--- src/rtl/tlb_write_ctrl_pkg.sv ---
// tlb_write_ctrl_pkg: shared op codes, FSM states and TLB field layouts
package tlb_write_ctrl_pkg;
  localparam int TLB_ENTRIES = 16;
  localparam int ASID_W = 8;
  localparam int VPN2_W = 19;
  localparam int PM_W = 16;
  localparam int LO_W = 26;
  localparam int HI_W = VPN2_W + ASID_W;
  localparam int HDR_W = 1 + ASID_W + VPN2_W + PM_W;
  localparam int HDR_PM_LSB = 0;
  localparam int HDR_VPN2_LSB = HDR_PM_LSB + PM_W;
  localparam int HDR_ASID_LSB = HDR_VPN2_LSB + VPN2_W;
  localparam int HDR_G_BIT = HDR_ASID_LSB + ASID_W;
  typedef enum logic [1:0] {
    OP_TLBR  = 2'b00,
    OP_TLBWI = 2'b01,
    OP_TLBWR = 2'b10,
    OP_TLBP  = 2'b11
  } tlb_op_e;
  typedef enum logic [2:0] {
    IDLE,
    WRITE,
    PROBE,
    READ,
    RDWAIT,
    DONE
  } state_e;
endpackage

--- src/rtl/tlb_write_ctrl_prio_enc.sv ---
// tlb_prio_enc: lowest-index-wins priority encoder over the probe match vector
module tlb_prio_enc #(
  parameter int ENTRIES = 16,
  localparam int IW = $clog2(ENTRIES)
) (
  input  logic [ENTRIES-1:0] match,
  output logic               hit,
  output logic [IW-1:0]      idx
);
  // scan from the top so the lowest set bit is the last one written
  always_comb begin
    idx = '0;
    for (int i = ENTRIES - 1; i >= 0; i--)
      if (match[i]) idx = i[IW-1:0];
  end
  assign hit = |match;
endmodule

--- src/rtl/tlb_write_ctrl.sv ---
// tlb_write_ctrl: sequences TLBR/TLBWI/TLBWR/TLBP against the TLB arrays and tracks CP0 Random
module tlb_write_ctrl
  import tlb_write_ctrl_pkg::*;
#(
  parameter int ENTRIES = TLB_ENTRIES,
  localparam int IW = $clog2(ENTRIES)
) (
  input  logic               clk,
  input  logic               rst_n,
  input  logic               op_valid,
  input  logic [1:0]         op,
  output logic               op_ready,
  input  logic [IW-1:0]      cp0_index,
  input  logic [IW-1:0]      cp0_wired,
  input  logic               wired_we,
  input  logic [ASID_W-1:0]  cp0_asid,
  input  logic [VPN2_W-1:0]  cp0_vpn2,
  input  logic [PM_W-1:0]    cp0_pagemask,
  input  logic               cp0_g,
  input  logic [LO_W-1:0]    cp0_lo0,
  input  logic [LO_W-1:0]    cp0_lo1,
  output logic [ENTRIES-1:0] hdr_we,
  output logic [ASID_W-1:0]  hdr_asid,
  output logic [VPN2_W-1:0]  hdr_vpn2,
  output logic               hdr_g,
  output logic [PM_W-1:0]    hdr_pagemask,
  output logic [ASID_W-1:0]  probe_asid,
  output logic [VPN2_W-1:0]  probe_vpn2,
  input  logic [ENTRIES-1:0] probe_match,
  output logic               lo_we,
  output logic [IW-1:0]      lo_addr,
  output logic [LO_W-1:0]    lo0,
  output logic [LO_W-1:0]    lo1,
  output logic [IW-1:0]      rd_addr,
  input  logic [HDR_W-1:0]   rd_hdr,
  input  logic [LO_W-1:0]    rd_lo0,
  input  logic [LO_W-1:0]    rd_lo1,
  output logic               res_valid,
  output logic [HI_W-1:0]    res_hi,
  output logic [PM_W-1:0]    res_pagemask,
  output logic [LO_W-1:0]    res_lo0,
  output logic [LO_W-1:0]    res_lo1,
  output logic [IW:0]        res_index,
  output logic [IW-1:0]      random
);
  localparam logic [IW-1:0] TOP = IW'(ENTRIES - 1);
  state_e state, state_nx;
  tlb_op_e op_in;
  logic accept, hit;
  logic [IW-1:0] idx_q, hit_idx;
  logic [ASID_W-1:0] asid_q;
  logic [VPN2_W-1:0] vpn2_q;
  logic [PM_W-1:0] pm_q;
  logic g_q;
  logic [LO_W-1:0] lo0_q, lo1_q;
  assign op_in = tlb_op_e'(op);
  assign op_ready = state == IDLE;
  assign accept = op_valid & op_ready;
  // state register; reset aborts any op in flight
  always_ff @(posedge clk or negedge rst_n)
    if (!rst_n) state <= IDLE;
    else state <= state_nx;
  // next-state: writes take one cycle, probe two, read three
  always_comb begin
    state_nx = state;
    case (state)
      IDLE:    if (accept) state_nx = op_in == OP_TLBP ? PROBE : op_in == OP_TLBR ? READ : WRITE;
      WRITE:   state_nx = IDLE;
      PROBE:   state_nx = DONE;
      READ:    state_nx = RDWAIT;
      RDWAIT:  state_nx = DONE;
      DONE:    state_nx = IDLE;
      default: state_nx = IDLE;
    endcase
  end
  // capture CP0 fields and target index at acceptance; TLBWR uses Random as it stands before any wired update
  always_ff @(posedge clk or negedge rst_n)
    if (!rst_n) begin
      idx_q <= '0;
      asid_q <= '0;
      vpn2_q <= '0;
      pm_q <= '0;
      g_q <= 1'b0;
      lo0_q <= '0;
      lo1_q <= '0;
    end else if (accept) begin
      idx_q <= op_in == OP_TLBWR ? random : cp0_index;
      asid_q <= cp0_asid;
      vpn2_q <= cp0_vpn2;
      pm_q <= cp0_pagemask;
      g_q <= cp0_g;
      lo0_q <= cp0_lo0;
      lo1_q <= cp0_lo1;
    end
  // Random counts down to Wired then wraps to the top; a Wired write restarts it at the top
  always_ff @(posedge clk or negedge rst_n)
    if (!rst_n) random <= TOP;
    else random <= (wired_we || random == cp0_wired) ? TOP : random - 1'b1;
  tlb_prio_enc #(.ENTRIES(ENTRIES)) u_prio_enc (
    .match(probe_match),
    .hit  (hit),
    .idx  (hit_idx)
  );
  // results: probe index at the end of PROBE, entry readback at the end of RDWAIT
  always_ff @(posedge clk or negedge rst_n)
    if (!rst_n) begin
      res_index <= '0;
      res_hi <= '0;
      res_pagemask <= '0;
      res_lo0 <= '0;
      res_lo1 <= '0;
    end else if (state == PROBE) begin
      res_index <= {~hit, hit ? hit_idx : '0};
    end else if (state == RDWAIT) begin
      res_hi <= {rd_hdr[HDR_VPN2_LSB +: VPN2_W], rd_hdr[HDR_ASID_LSB +: ASID_W]};
      res_pagemask <= rd_hdr[HDR_PM_LSB +: PM_W];
      res_lo0 <= rd_lo0;
      res_lo1 <= rd_lo1;
    end
  assign hdr_we = state == WRITE ? {{(ENTRIES-1){1'b0}}, 1'b1} << idx_q : '0;
  assign lo_we = state == WRITE;
  assign lo_addr = idx_q;
  assign rd_addr = idx_q;
  assign hdr_asid = asid_q;
  assign hdr_vpn2 = vpn2_q;
  assign hdr_g = g_q;
  assign hdr_pagemask = pm_q;
  assign lo0 = lo0_q;
  assign lo1 = lo1_q;
  assign probe_asid = asid_q;
  assign probe_vpn2 = vpn2_q;
  assign res_valid = state == WRITE || state == DONE;
endmodule

--- config.mk ---
export PLATFORM = sky130hd
export DESIGN_NAME = tlb_write_ctrl
export DESIGN_NICKNAME = d
export VERILOG_FILES = /design/src/rtl/tlb_write_ctrl_pkg.sv /design/src/rtl/tlb_write_ctrl_prio_enc.sv /design/src/rtl/tlb_write_ctrl.sv
export SDC_FILE = /design/constraint.sdc
export NUM_CORES = 1
export LEC_CHECK = 0
export CORE_AREA = 8 8 177 179
export DETAILED_ROUTE_END_ITERATION = 6
export DIE_AREA = 0 0 185 187
export GPL_ROUTABILITY_DRIVEN = 1
export GPL_TIMING_DRIVEN = 1
export PLACE_DENSITY = 0.71
export SLEW_MARGIN = 25
export SYNTH_ARGS = -nofsm -noshare
export SYNTH_HDL_FRONTEND = slang
export SYNTH_SLANG_ARGS = --single-unit
--- constraint.sdc ---
create_clock -name clk -period 2.4 [get_ports clk]
set_clock_uncertainty 0.2 [all_clocks]
set_input_delay 0.48 -clock clk [delete_from_list [all_inputs] [get_ports clk]]
set_output_delay 0.48 -clock clk [all_outputs]
set_load 0.02 [all_outputs]
# == After elaboration in Yosys (flattened, before gate mapping) ==
# Index checks and enable logic that the tools add are counted.
# word_totals
ff_bits,207
inputBits,222
output_inout_bits,254
elab_cells,59
# classes
n_eq_ne,9
n_bitwise,3
add_sub_neg,1
reduce_logical,7
n_shift,1
mux,24
# ops
operator,count
2-to-1 mux 4 bit,19
2-to-1 mux 16 bit,1
OR reduction 16 bit,1
"left shift 1 x 4 -> 16 bit, first input constant",1
case mux 3 bit (3 select lines),1
"equality test 3 x 2 -> 1 bit, second input constant",2
"equality test 3 bit, second input constant",2
"equality test 2 bit, second input constant",2
equality test 4 bit,1
2-to-1 mux 2 bit,2
"subtractor 4 x 1 -> 4 bit, second input constant",1
"equality test 3 x 1 -> 1 bit, second input constant",1
logical NOT 3 bit,1
2-to-1 mux 3 bit,1
logical NOT 2 bit,1
logical OR 1 bit,2
"inequality test 2 x 1 -> 1 bit, second input constant",1
NOT 1 bit,2
AND reduction 2 bit,1
OR reduction 2 bit,1
bitwise AND 1 bit,1

# == Longest topological paths before layout ==
# Gate-level depths: netlist of the first run.
# logic_depth
word_depth,17
depth_mapped,7
ltp_nobuf,4

# == Cells and area by module ==
# A second synthesis of the first run with hierarchy kept.
# hier_totals
cells_unflattened,569
hier_area_um2,8408.1
# modules_own_cells
mod,area_per_inst_um2,n_inst,seq_area_each_um2,cells_each
tlb_write_ctrl,8231.6,1,5185.0,535
tlb_prio_enc,176.4,1,0.0,34

# == Worst setup path after synthesis of the first run ==
# OpenSTA, ideal clock, no wires.
# synth_timing
path_kind,reg-to-output
start,register state[1]
end,output hdr_we[1]
path_buffers,1
stages_incl_launch_ff,6
arrival_ps,1792
t_required_ps,1720
path_slack_ps,-72
path_cell_list,dfrtp_1 -> and2b_1 -> and2_0 -> buf_2 -> or3b_1 -> nor2_1
# synth_between
elab_chain_len,2
# synth_lines
element,line,source
from (decl),tlb_write_ctrl.sv:47,"state_e state, state_nx;"
from (signal assigned),tlb_write_ctrl.sv:62,else state <= state_nx;
equality test 3 x 1 -> 1 bit,n/a,
net lo_we,tlb_write_ctrl.sv:30,"output logic lo_we,"
2-to-1 mux 16 bit,tlb_write_ctrl.sv:120,"assign hdr_we = state == WRITE ? {{(ENTRIES-1){1'b0}}, 1'b1} << idx_q : '0;"
to (decl),tlb_write_ctrl.sv:22,"output logic [ENTRIES-1:0] hdr_we,"
# The timed path passes the listed nets, and every way through them passes these cells.

# == Worst setup path in the final report of the first run ==
# layout_timing
start,register state[1]
end,output hdr_we[0]
# layout_between
elab_chain_len,2
# layout_lines
element,line
equality test 3 x 1 -> 1 bit,tlb_write_ctrl.sv:120
2-to-1 mux 16 bit,tlb_write_ctrl.sv:120
# Every way passes these cells.

==> reports/results.ini, run 1 <==
[outcome]
status=complete, but fails checks
violations=setup timing

[power_and_ir_drop]
pwr-share-seq=0.290
peakVddDrop_v=0.000918
p_int_mw=14.0
power.switching_mw=7.80
p_leak_nw=6.11
power_density_nw_per_um2=1490
switching_share=0.358
p_clk_frac=0.190
power.total_mw=21.8
pwr-share-comb=0.521

[clock_tree]
cts_made_buffers=24
cts_num_sinks=207
cts-root-buf=clkbuf_16
clock_latency_ps=510
tritoncts=yes
cts_max_path_buffers=3
htree_levels=1
path_clk_slew_ps=60

[synthesis]
ys_types=42
synth_top_cell_by_area=dfrtp_1
synth_mux_area_frac=0.276
syn_nets=787
synth_seq_cells=207
synth-xor-area-share=0.00610
synthAdderAreaFrac=0.00436
avgSynthCellArea_sq_um=15.3
synth_edf_count=0
synthCells=562
synth_top_family_by_area=multiplexers
synthArstFlopShare=1.00
synth-main-ff-cell=dfrtp_1
synth_top_cells_by_area=dfrtp_1 (59%), mux2_2 (18%), mux2_4 (8.7%)
yosys.area.top_type_share=0.590
yosys.area_share.simple=0.0421
yosysWarningCount=0
synth_compound_area_frac=0.0139
syn_area_sq_um=8610
yosysSeqAreaShare=0.602

[finish]
multiInputGateArea_sq_um=3020
nets=1262
drive_gt1_frac=0.284
syn_to_final_growth_pct=70.5
fin_area_sq_um=14700
fillers=2409
diodes=0
ff_latch_area_sq_um=5190

[timing]
setup_ws_ps=-216
slew_viol_final=0
setup_viol=15
max-slew-margin-rel=0.622
fmax_mhz=382
period_minus_slack_ps=2620
tns_ps=-1980
hold_violations=0
rsz0062_at_grt=yes
period_share=1.09
worst_slew_pin_slew_ps=568

[critical_path]
path_max_fanout=4
crit_path_start=state[1]
end_kind=output port
crit_type=flop to output port
crit_required_ps=1720
crit_arrival_ps=1940
r2r-start=state[1]
worst_setup_path_start_kind=flop

[detailed_routing]
drt-total-wl_mm=28.9
first_pass_iters=4
ant_nets=0
vias=6431
vias_per_cell=4.47
wl_per_cell_um=20.1
first_iter_violations=133
remaining_drc_errors=0

[global_route]
grt_max_degree=61
overflow=0
grt_pass1_wl_mm=43.7
antenna_found_initial=0
grt_usage=0.160
grt_pass1_vias=7218

[placement]
hpwl_mm=22.6
pre_cts_ws_ps=-226
dpl_cell_area_sq_um=13700
gp_congestion=0.855
port_buffers=474

[floorplan]
die_width_um=185
die_h_um=187
coreArea_sq_um=28400
row_count=62
ios=476
die_area_sq_um=34600
start_util=0.303

[hold_path]
worstHoldStart=res_index[2]
hold_class=flop to flop

[job]
cap_viol_max_count=0

==> kinds of logic after synthesis <==
family	count (synthesis)
AOI/OAI and AO/OA	20
xor gates and xnor gates	6
adders and majority gates	3
buffers and inverters	62
DFF	207
muxes	195
and+or+nand+nor	69
==> placed cells by master, fill, tap and decap left out, types with 4 or more instances in the layout <==
cell,n
buf_6,7
inv_1,5
nor4_1,6
bufinv_16,6
mux2_4,50
mux2_1,5
buf_12,8
buf_4,32
mux2i_1,4
nor2_1,16
clkdlybuf4s50_1,444
dfrtp_1,201
a21oi_1,7
mux2_2,136
dfstp_2,4
clkbuf_8,6
nor2_2,4
nor3_1,5
clkinv_2,4
clkbuf_16,25
nand2_1,12
xnor2_1,6
o21ai_0,6
dlygate4sd2_1,9
==> power groups by stage <==
stage / Sequential (mW) / Clock [mW] / Combinational, mW
final: 6.32 / 4.13 / 11.4
after global routing: 6.57 / 4.39 / 11.9
after CTS: 6.34 / 4.26 / 11.5
after detailed placement: 6.36 / 0 / 11.4
after global placement: 6.27 / 0 / 11.3
after floorplan: 8.40 / 0 / 4.01
==> metrics by stage <==
step | hold WS, ps | utilization | instances
2_1_floorplan | -15.6 | - | 562
3_3_place_gp | 264 | 0.484 | 1394
3_5_place_dp | 274 | 0.484 | 1394
4_1_cts | 285 | 0.515 | 1438
5_1_grt | 302 | 0.517 | 1438
6_report | 281 | 0.517 | 1438
==> final cells by class <==
cell class	instances	area share
clock inverter	11	0.0142
sequential	207	0.353
tap	384	0.0327
multi-input combinational	293	0.205
inverter	5	0.00128
timing repair buffer	506	0.345
clock buffer	32	0.0478
==> critical path: stages, from the launching register on <==
cell and delay [ps]:
dfrtp_1 370, and2b_2 220, and2_4 140, or3b_4 420, nor3_4 130, buf_6 140
==> flip-flops by register name, indices dropped and copies added, names as in the netlist <==
| register | count |
|---|---|
| state | 3 |
| lo0 | 26 |
| hdr_vpn2 | 19 |
| hdr_pagemask | 16 |
| lo1 | 26 |
| lo_addr | 4 |
| res_lo1 | 26 |
| res_hi | 27 |
| hdr_asid | 8 |
| hdr_g | 1 |
| res_lo0 | 26 |
| res_pagemask | 16 |
| res_index | 5 |
| random | 4 |
==> synth_stat cells (2+ instances only) <==
cell type and n:
mux2_4 50, nand3_1 2, a21oi_1 7, nand2_1 12, ha_1 3, buf_8 6
nor4_1 6, o21ai_0 6, dfrtp_1 203, nand3b_1 2, xnor2_1 6, mux2_2 136
mux2i_1 4, buf_2 11, mux2_1 5, o31ai_1 2, dfstp_2 4, nor2_1 22
or4_1 2, buf_6 5, nor3_1 6, inv_1 5, nor2b_1 2, buf_4 33
nor3_2 3, nand2b_1 3
==> final timing paths <==
path / endpoint / slack [ps] / depth (start not counted)
setup / recovery: hdr_we[0] / -220 / 5
hold / removal: res_index[2] / 280 / 2
setup reg to reg: lo0[25] / 370 / 5
hold reg to reg: res_index[2] / 280 / 2
max in group asynchronous: random[2] / 1020 / 3
min in group asynchronous: res_index[2] / 320 / 2
==> per-layer routing <==
metal / routed length, um / global-route usage
met1: 10800 / 0.176
met4: 768 / 0.0490
met2: 14300 / 0.281
met5: 0 / 0
met3: 3110 / 0.0606
==> timing repair <==
item / CTS / global route
endpoints found under the hold margin: 49 / 0
endpoints found under the setup margin: 27 / 18
hold buffers: 1 / 0
buffers inserted: 0 / 0
pin swaps: 7 / 3
gates resized for setup: 107 / 16
Power figures use the tool's default switching activity.
==> run 2, diff against run 1 <==
--- a/config.mk
+++ b/config.mk
@@ -5,11 +5,13 @@
 export SDC_FILE = /design/constraint.sdc
 export NUM_CORES = 1
 export LEC_CHECK = 0
+export CAP_MARGIN = 15
 export CORE_AREA = 8 8 177 179
 export DETAILED_ROUTE_END_ITERATION = 6
 export DIE_AREA = 0 0 185 187
 export GPL_ROUTABILITY_DRIVEN = 1
 export GPL_TIMING_DRIVEN = 1
+export HOLD_SLACK_MARGIN = 0.03
 export PLACE_DENSITY = 0.71
 export SLEW_MARGIN = 25
 export SYNTH_ARGS = -nofsm -noshare
==> results of run 2 <==
No change in the layout: final DEF, timing and power equal those of run 1.
==> run 3, diff against run 2 <==
--- a/config.mk
+++ b/config.mk
@@ -5,13 +5,15 @@
 export SDC_FILE = /design/constraint.sdc
 export NUM_CORES = 1
 export LEC_CHECK = 0
-export CAP_MARGIN = 15
+export CAP_MARGIN = 20
 export CORE_AREA = 8 8 177 179
+export CTS_CLUSTER_DIAMETER = 30
 export DETAILED_ROUTE_END_ITERATION = 6
 export DIE_AREA = 0 0 185 187
 export GPL_ROUTABILITY_DRIVEN = 1
 export GPL_TIMING_DRIVEN = 1
 export HOLD_SLACK_MARGIN = 0.03
+export MAX_ROUTING_LAYER = met4
 export PLACE_DENSITY = 0.71
 export SLEW_MARGIN = 25
 export SYNTH_ARGS = -nofsm -noshare
==> reports/results.ini, run 3 (synthesis gave the netlist of run 1 again) <==
[critical_path]
slowest_stage=or3b_4
crit_type=flop to output port
slowest_delay_ps=420
path_max_fanout=4
crit_required_ps=1720
cp_cell_sequence=and2b_2 -> and2_4 -> or3b_4 -> nor3_4 -> buf_6
crit_arrival_ps=1940
worst_setup_path_start_kind=flop
end_kind=output port

[floorplan]
coreArea_sq_um=28400
die_area_sq_um=34600
start_util=0.303
die_width_um=185
row_count=62
die_h_um=187
ios=476

[timing]
fmax_mhz=382
hold_violations=0
rsz0062_at_grt=yes
period_minus_slack_ps=2620
period_share=1.09
setup_ws_ps=-218
worst_slew_pin_slew_ps=586
max-slew-margin-rel=0.609
slew_viol_final=0
setup_viol=15

[finish]
fillers=2297
most-common-layout-cells=clkdlybuf4s50_1 (444), dfrtp_1 (201), mux2_2 (136)
syn_to_final_growth_pct=81.9
registers.top_by_ff_count=res_hi
utilization=0.552
diodes=0
final_common_cell=clkdlybuf4s50_1
largest_reg_flops=27
drive_gt1_frac=0.318
nets=1291

[global_route]
antenna_found_initial=0
grt_pass1_vias=7656
grt_usage=0.173
overflow=0
grt_max_degree=61
grt_pass1_wl_mm=45.3

[detailed_routing]
vias_per_cell=4.48
vias=6688
first_pass_iters=4
wl_per_cell_um=20.1
first_iter_violations=158
ant_nets=0
drt-total-wl_mm=30.1
remaining_drc_errors=0

[clock_tree]
cts-root-buf=clkbuf_16
tritoncts=yes
cts_num_sinks=207
cts_made_buffers=52
path_clk_slew_ps=40
clock_latency_ps=520
htree_levels=2
cts_max_path_buffers=3

[hold_path]
hold_class=flop to flop

[outcome]
violations=setup timing
status=complete, but fails checks

[placement]
pre_cts_ws_ps=-226
port_buffers=474
hpwl_mm=22.6
gp_congestion=0.869

[power_and_ir_drop]
peakVddDrop_v=0.00105
power.total_mw=25.1
p_leak_nw=6.58
power_density_nw_per_um2=1600

[job]
cap_viol_max_count=0

## run 3: cell count changes in the layout (fill, tap and decap cells not counted)
cell / before / now
bufinv_16: 6 / 9
clkinv_2: 4 / 6
clkinv_8: 0 / 1
clkinvlp_4: 0 / 5
buf_4: 32 / 33
clkinv_4: 0 / 6
clkbuf_1: 2 / 3
clkbuf_8: 6 / 10
inv_6: 1 / 6
clkbuf_16: 25 / 52
nor2_4: 2 / 1
nor2_2: 4 / 5
## run 3: stage by stage
| stage | hold slack, ps | TNS, ps | std cells | instance area [sq um] |
|---|---|---|---|---|
| 6_report | 277 | -1820 | 1493 | 15700 |
| 5_1_grt | 297 | -3240 | 1493 | 15700 |
| 4_1_cts | 281 | -2200 | 1492 | 15600 |
| 3_5_place_dp | 274 | -1770 | 1394 | 13700 |
| 3_3_place_gp | 264 | -1390 | 1394 | 13700 |
| 2_1_floorplan | -15.6 | -158 | 562 | 8620 |
## run 3: critical path: cells and delay by family (launching register included)
family                 cells  cell delay, ps
buffers and inverters      1             140
DFF                        1             360
and+or+nand+nor            4             920
## run 3: cell type report
cell class / instances / area [sq um] / share of cell area
Multi-Input combinational cell: 293 / 3010 / 0.192
Sequential cell: 207 / 5190 / 0.331
Clock inverter: 33 / 459 / 0.0293
Tap cell: 384 / 480 / 0.0307
Clock buffer: 64 / 1440 / 0.0917
Inverter: 5 / 18.8 / 0.00120
Timing Repair Buffer: 507 / 5070 / 0.324
## run 3: final timing paths
| kind | from | endpoint | slack (ps) | cells after the start |
|---|---|---|---|---|
| min in group asynchronous | rst_n | res_index[3] | 320 | 2 |
| setup reg to reg | state[2] | hdr_vpn2[4] | 380 | 5 |
| hold reg to reg | res_index[2] | res_index[2] | 280 | 2 |
| hold / removal | res_index[2] | res_index[2] | 280 | 2 |
| setup / recovery | state[1] | hdr_we[0] | -220 | 5 |
| max in group asynchronous | rst_n | random[3] | 1030 | 3 |
## run 3: layer usage
metal	up-vias	part of all wire	global-route usage
met3	67	0.10	0.0653
met2	360	0.49	0.290
met4	0	0.037	0.0702
met1	3274	0.37	0.180
li1	2987	-	-
met5	-	0	-
## run 3: what timing repair did
| action | CTS | global route |
|---|---|---|
| resized for setup | 107 | 15 |
| setup endpoints to repair | 27 | 19 |
| setup buffers | 0 | 1 |
| gates cloned | 0 | 0 |
| hold endpoints to repair | 49 | 0 |
| hold buffers | 1 | 0 |
| pin swaps | 8 | 5 |
## run 3: power breakdown
part | leakage (nW) | switching (mW) | internal (mW)
registers | 2.44 | 1.07 | 5.29
clock network | 0.919 | 2.17 | 5.22
logic | 3.23 | 5.33 | 6.05
total | 6.58 | 8.58 | 16.6
